$ cat config.mk
export PLATFORM = sky130hd
export DESIGN_NAME = fetch_stage
export DESIGN_NICKNAME = d
export VERILOG_FILES = /design/src/rtl/fetch_pkg.sv /design/src/rtl/perf_counter.sv /design/src/rtl/fetch_stage.sv
export SDC_FILE = /design/constraint.sdc
export NUM_CORES = 1
export LEC_CHECK = 0
export CAP_MARGIN = 20
export CORE_MARGIN = 5
export CORE_UTILIZATION = 48
export CTS_BUF_LIST = sky130_fd_sc_hd__clkbuf_4
export DETAILED_ROUTE_END_ITERATION = 10
export PLACE_DENSITY = 0.85
export SLEW_MARGIN = 20
export SYNTH_ARGS = -nofsm -noshare
export SYNTH_HDL_FRONTEND = slang
export SYNTH_SLANG_ARGS = --single-unit
$ cat constraint.sdc
create_clock -name clk -period 2.65 [get_ports clk]
set_input_delay 0.3975 -clock clk [delete_from_list [all_inputs] [get_ports clk]]
set_output_delay 0.3975 -clock clk [all_outputs]
set_load 0.005 [all_outputs]
$ cat src/rtl/fetch_pkg.sv
// rtl/fetch_pkg.sv - shared types and constants for the fetch stage
// Purpose: IF/ID record type, bubble encoding and the bubble() constructor.
// Ports: none (package).
package fetch_pkg;

  localparam logic [31:0] NOP_INSTR   = 32'h0000_0013;
  localparam logic [1:0]  BHT_WEAK_NT = 2'b01;

  typedef struct packed {
    logic [31:0] pc;
    logic [31:0] pc_plus4;
    logic [31:0] instr;
    logic        valid;
    logic [1:0]  state;
    logic        prediction_made;
    logic        jalr_addr_req;
  } if_id_t;

  // Inert decode slot: no valid bit and no prediction metadata, so nothing
  // downstream (BHT/BTB update, jalr resolution) can fire from it.
  function automatic if_id_t bubble(input logic [31:0] nop);
    if_id_t b;
    b.pc              = 32'h0000_0000;
    b.pc_plus4        = 32'h0000_0004;
    b.instr           = nop;
    b.valid           = 1'b0;
    b.state           = BHT_WEAK_NT;
    b.prediction_made = 1'b0;
    b.jalr_addr_req   = 1'b0;
    return b;
  endfunction

endpackage

$ cat src/rtl/perf_counter.sv
// rtl/perf_counter.sv - wrapping event counter
// Purpose: counts clock edges on which inc is high; wraps modulo 2^W.
// Ports: clk, reset (sync, active-high), inc (event strobe), count (value).
module perf_counter #(
  parameter int W = 32
) (
  input  logic         clk,
  input  logic         reset,
  input  logic         inc,
  output logic [W-1:0] count
);

  logic [W-1:0] r_count;

  always_ff @(posedge clk) begin
    if (reset) begin
      r_count <= '0;
    end else if (inc) begin
      r_count <= r_count + 1'b1;
    end
  end

  assign count = r_count;

endmodule

$ cat src/rtl/fetch_stage.sv
// rtl/fetch_stage.sv - fetch PC register and IF/ID pipeline register
// Purpose: holds pc_f, latches the fetched instruction plus predictor metadata
//   into decode, bubbles on execute redirects, holds on hazard stalls.
// Ports: clk, reset (sync, active-high); target_pc, instr_f, state_f,
//   prediction_made_f, jalr_addr_req_f from fetch/predictor; stall_i, flush_i
//   control; pc_f to imem/predictor; *_d decode-side fields; fetch_count and
//   flush_count performance counters.
module fetch_stage #(
  parameter logic [31:0] RESET_PC  = 32'h0000_0000,
  parameter logic [31:0] NOP_INSTR = fetch_pkg::NOP_INSTR,
  parameter int          CNT_W     = 32
) (
  input  logic             clk,
  input  logic             reset,
  input  logic [31:0]      target_pc,
  input  logic [31:0]      instr_f,
  input  logic [1:0]       state_f,
  input  logic             prediction_made_f,
  input  logic             jalr_addr_req_f,
  input  logic             stall_i,
  input  logic             flush_i,
  output logic [31:0]      pc_f,
  output logic [31:0]      pc_d,
  output logic [31:0]      pc_plus4_d,
  output logic [31:0]      instr_d,
  output logic             valid_d,
  output logic [1:0]       state_d,
  output logic             prediction_made_d,
  output logic             jalr_addr_req_d,
  output logic [CNT_W-1:0] fetch_count,
  output logic [CNT_W-1:0] flush_count
);

  import fetch_pkg::*;

  logic [31:0] r_pc;
  if_id_t      r_if_id;
  if_id_t      w_capture;
  logic        w_fetch_inc;

  always_comb begin
    w_capture                 = bubble(NOP_INSTR);
    w_capture.pc              = r_pc;
    w_capture.pc_plus4        = r_pc + 32'd4;
    w_capture.instr           = instr_f;
    w_capture.valid           = 1'b1;
    w_capture.state           = state_f;
    w_capture.prediction_made = prediction_made_f;
    w_capture.jalr_addr_req   = jalr_addr_req_f;
  end

  // Flush outranks stall so an execute redirect is never swallowed by a
  // simultaneous hazard hold.
  always_ff @(posedge clk) begin
    if (reset) begin
      r_pc <= RESET_PC;
    end else if (flush_i || !stall_i) begin
      r_pc <= target_pc;
    end
  end

  always_ff @(posedge clk) begin
    if (reset || flush_i) begin
      r_if_id <= bubble(NOP_INSTR);
    end else if (!stall_i) begin
      r_if_id <= w_capture;
    end
  end

  assign w_fetch_inc = !flush_i && !stall_i;

  perf_counter #(.W(CNT_W)) u_fetch_cnt (
    .clk   (clk),
    .reset (reset),
    .inc   (w_fetch_inc),
    .count (fetch_count)
  );

  perf_counter #(.W(CNT_W)) u_flush_cnt (
    .clk   (clk),
    .reset (reset),
    .inc   (flush_i),
    .count (flush_count)
  );

  assign pc_f              = r_pc;
  assign pc_d              = r_if_id.pc;
  assign pc_plus4_d        = r_if_id.pc_plus4;
  assign instr_d           = r_if_id.instr;
  assign valid_d           = r_if_id.valid;
  assign state_d           = r_if_id.state;
  assign prediction_made_d = r_if_id.prediction_made;
  assign jalr_addr_req_d   = r_if_id.jalr_addr_req;

endmodule

==> results.cfg <==
[outcome]
outcome = completed

[layout]
area_growth_syn_to_layout_pct = 35.56
final_nets = 1271
fin_util_pct = 66.30
layout-drive-gt1-share_pct = 6.865
antennaDiodeCount = 0
layout.cells.most_common = clkdlybuf4s50_1
final_cell_mix = clkdlybuf4s50_1, dfxtp_1, nand2_1
n_fill_cell = 1425

[sta]
fmax_ghz = 0.4377
hold_slack_ns = 0.1702
fin_skew_ns = 0.02030
post-route-min-period_ns = 2.285
hold_viol_final = 0
fin_crit_sh_pct = 86.21
rsz0062_at_grt = false
setup_violations = 0
worst_slew_pin_slew_ns = 0.6268
tns_ns = 0
finalMaxSlewViolations = 0
relSlewSlack_pct = 58.21

[synth]
syn_nets = 1052
synthCells = 977
ys_seq_area_share_pct = 46.30
synth_cell_types = 44
synth-async-reset-ratio_pct = 0
synthFlopType = dfxtp_1
ys_seq_elements = 195
ys_warn_count = 0
syn_area_per_cell_um2 = 8.629
synthesis.area_mm2 = 0.008431
synth_edf_count = 0

[detailed_routing]
drt-pass1-iter-count = 5
ant_nets = 0
drc = 0
vias = 7941
via_per_inst = 5.538
wire_per_inst_um = 17.21
drt_wl_total_um = 24680
drtIter0Drc = 428

[clocking]
cts_tree = yes
clk_pin_slew_worst_paths_ns = 0.18
hold_buffers = 0
clkSinkCount = 195
clockRootBuffer = clkbuf_4
h-tree-depth = 4
cts_resized = 0
clk_latency_ns = 0.56
postCtsSetupBuffers = 0
numCtsBuffers = 17
cts_buffer_depth = 2

[pwr]
seqPwrFrac_pct = 59.1
totalPowerFinal_mw = 5.237
clkPwrFrac_pct = 29.2
switching_share_pct = 27.89
p_sw_mw = 1.460
p_per_area_mw_per_mm2 = 458.2
irDropWorstVdd_mv = 0.3519
p_leak_nw = 4.054
p_comb_share_pct = 11.7
p_int_mw = 3.776

[global_routing]
grt_pass1_wl_um = 39540
overflow = 0
grt_max_degree = 87
antenna_found_initial = 1
grt_pass1_vias = 7582
grt_usage_pct = 23.66

[setup_path]
reg2reg_slack_ns = 0.37
timing.rr.end = u_flush_cnt.count[24]
start_kind = flip-flop
path_class = reg2reg
worstRegToRegCells = 6
critPathArrivalTime_ns = 2.79
worst-endpoint-required_ns = 3.15
path_max_fanout = 8
reg2reg_from = u_flush_cnt.count[0]
worst_setup_path_end_kind = flip-flop

[die]
coreArea_mm2 = 0.01724
rows = 48
die-area_mm2 = 0.02031
die_h_um = 142.5
start_util_pct = 48.91
dieWidth_um = 142.5
io-pin-count = 269

[place]
dp_hpwl_um = 17800
gp_congestion = 0.8934
port-buffer-count = 268

[worst_hold_path]
worstHoldStart = stall_i
hold_depth = 4
hp-class = in2reg
hold_end = u_fetch_cnt.count[1]

[job]
max_cap_viol_count = 0
cells by family after synthesis:
| family | share of synthesized area (%) |
|---|---|
| xor gates and xnor gates | 3.324 |
| DFF | 46.30 |
| and+or+nand+nor | 23.43 |
| adders and majority gates | 0.4453 |
| buffers and inverters | 6.678 |
| AOI/OAI and AO/OA | 11.52 |
| muxes | 8.296 |
worst max-delay path, stage by stage, from the launching register on:
cell,delay (ns)
dfxtp_1,0.50
ha_1,0.24
inv_1,0.07
or4_1,0.58
buf_4,0.19
or4_1,0.50
a21oi_1,0.16
layer usage:
| metal | track usage, % | part of all wire [%] |
|---|---|---|
| met5 | 0 | 0.045 |
| met4 | 5.603 | 1.3 |
| met3 | 5.847 | 7.9 |
| met2 | 41.27 | 50 |
| met1 | 29.50 | 41 |
cells in the mapped netlist, drive strengths merged, types with 3 or more instances:
library cell	count	area share, %
a21oi	87	5.2
o31ai	23	2.0
and3	6	0.45
buf	47	3.8
nor3b	4	0.36
mux2	7	0.94
and4	14	1.5
a31oi	5	0.37
xnor2	14	1.5
o21ai	43	2.6
inv	11	0.49
or2	3	0.22
ha	3	0.45
nand2	109	4.9
nor4	15	1.1
a211oi	6	0.53
nand3	34	2.0
xor2	18	1.9
nor3	9	0.53
nand4	32	2.5
or3	19	1.4
nor2	106	4.7
or4	29	2.6
clkbuf	53	2.4
mux2i	62	7.4
nor2b	8	0.59
dfxtp	195	46
registers in the layout, summed over array words and instances (netlist names), 2 cells and up:
signal / count
instr_d: 32
pc_d: 32
pc_f: 32
pc_plus4_d: 30
state_d: 2
u_fetch_cnt.count: 32
u_flush_cnt.count: 32
per-stage QoR:
stage          cells  setup WS (ns)  cell area, um2
2_1_floorplan    977         0.5682            8431
3_3_place_gp    1402         0.1035           11150
3_5_place_dp    1402        0.08483           11150
4_1_cts         1434         0.3759           11430
5_1_grt         1434         0.2765           11430
6_report        1434         0.3653           11430
area by class of cell:
| cell class | instances | area [um2] | share of cell area, % |
|---|---|---|---|
| clock inverters | 15 | 146.4 | 1.281 |
| clock buffers | 17 | 127.6 | 1.117 |
| flip-flops and latches | 195 | 3904 | 34.16 |
| well taps | 225 | 281.5 | 2.463 |
| inverters | 12 | 45.04 | 0.3941 |
| multi-input cells | 670 | 3969 | 34.73 |
| repair buffers | 300 | 2955 | 25.86 |
worst max-delay path by stage:
stage                    startpoint                     to
3_3_place_gp                flush_i  u_flush_cnt.count[20]
4_1_cts        u_flush_cnt.count[0]  u_flush_cnt.count[24]
5_1_grt        u_flush_cnt.count[0]  u_flush_cnt.count[22]
6_report       u_flush_cnt.count[0]  u_flush_cnt.count[24]
2_1_floorplan               stall_i  u_fetch_cnt.count[31]
3_5_place_dp                flush_i  u_flush_cnt.count[24]
power groups by stage:
stage / clock network [mW] / logic (mW) / registers, mW
final: 1.53 / 0.613 / 3.09
after global routing: 1.71 / 0.665 / 3.11
after detailed placement: 0 / 0.615 / 3.15
after CTS: 1.58 / 0.618 / 3.09
after floorplan: 0 / 0.294 / 3.14
after global placement: 0 / 0.602 / 3.15
Power figures use the tool's default switching activity.
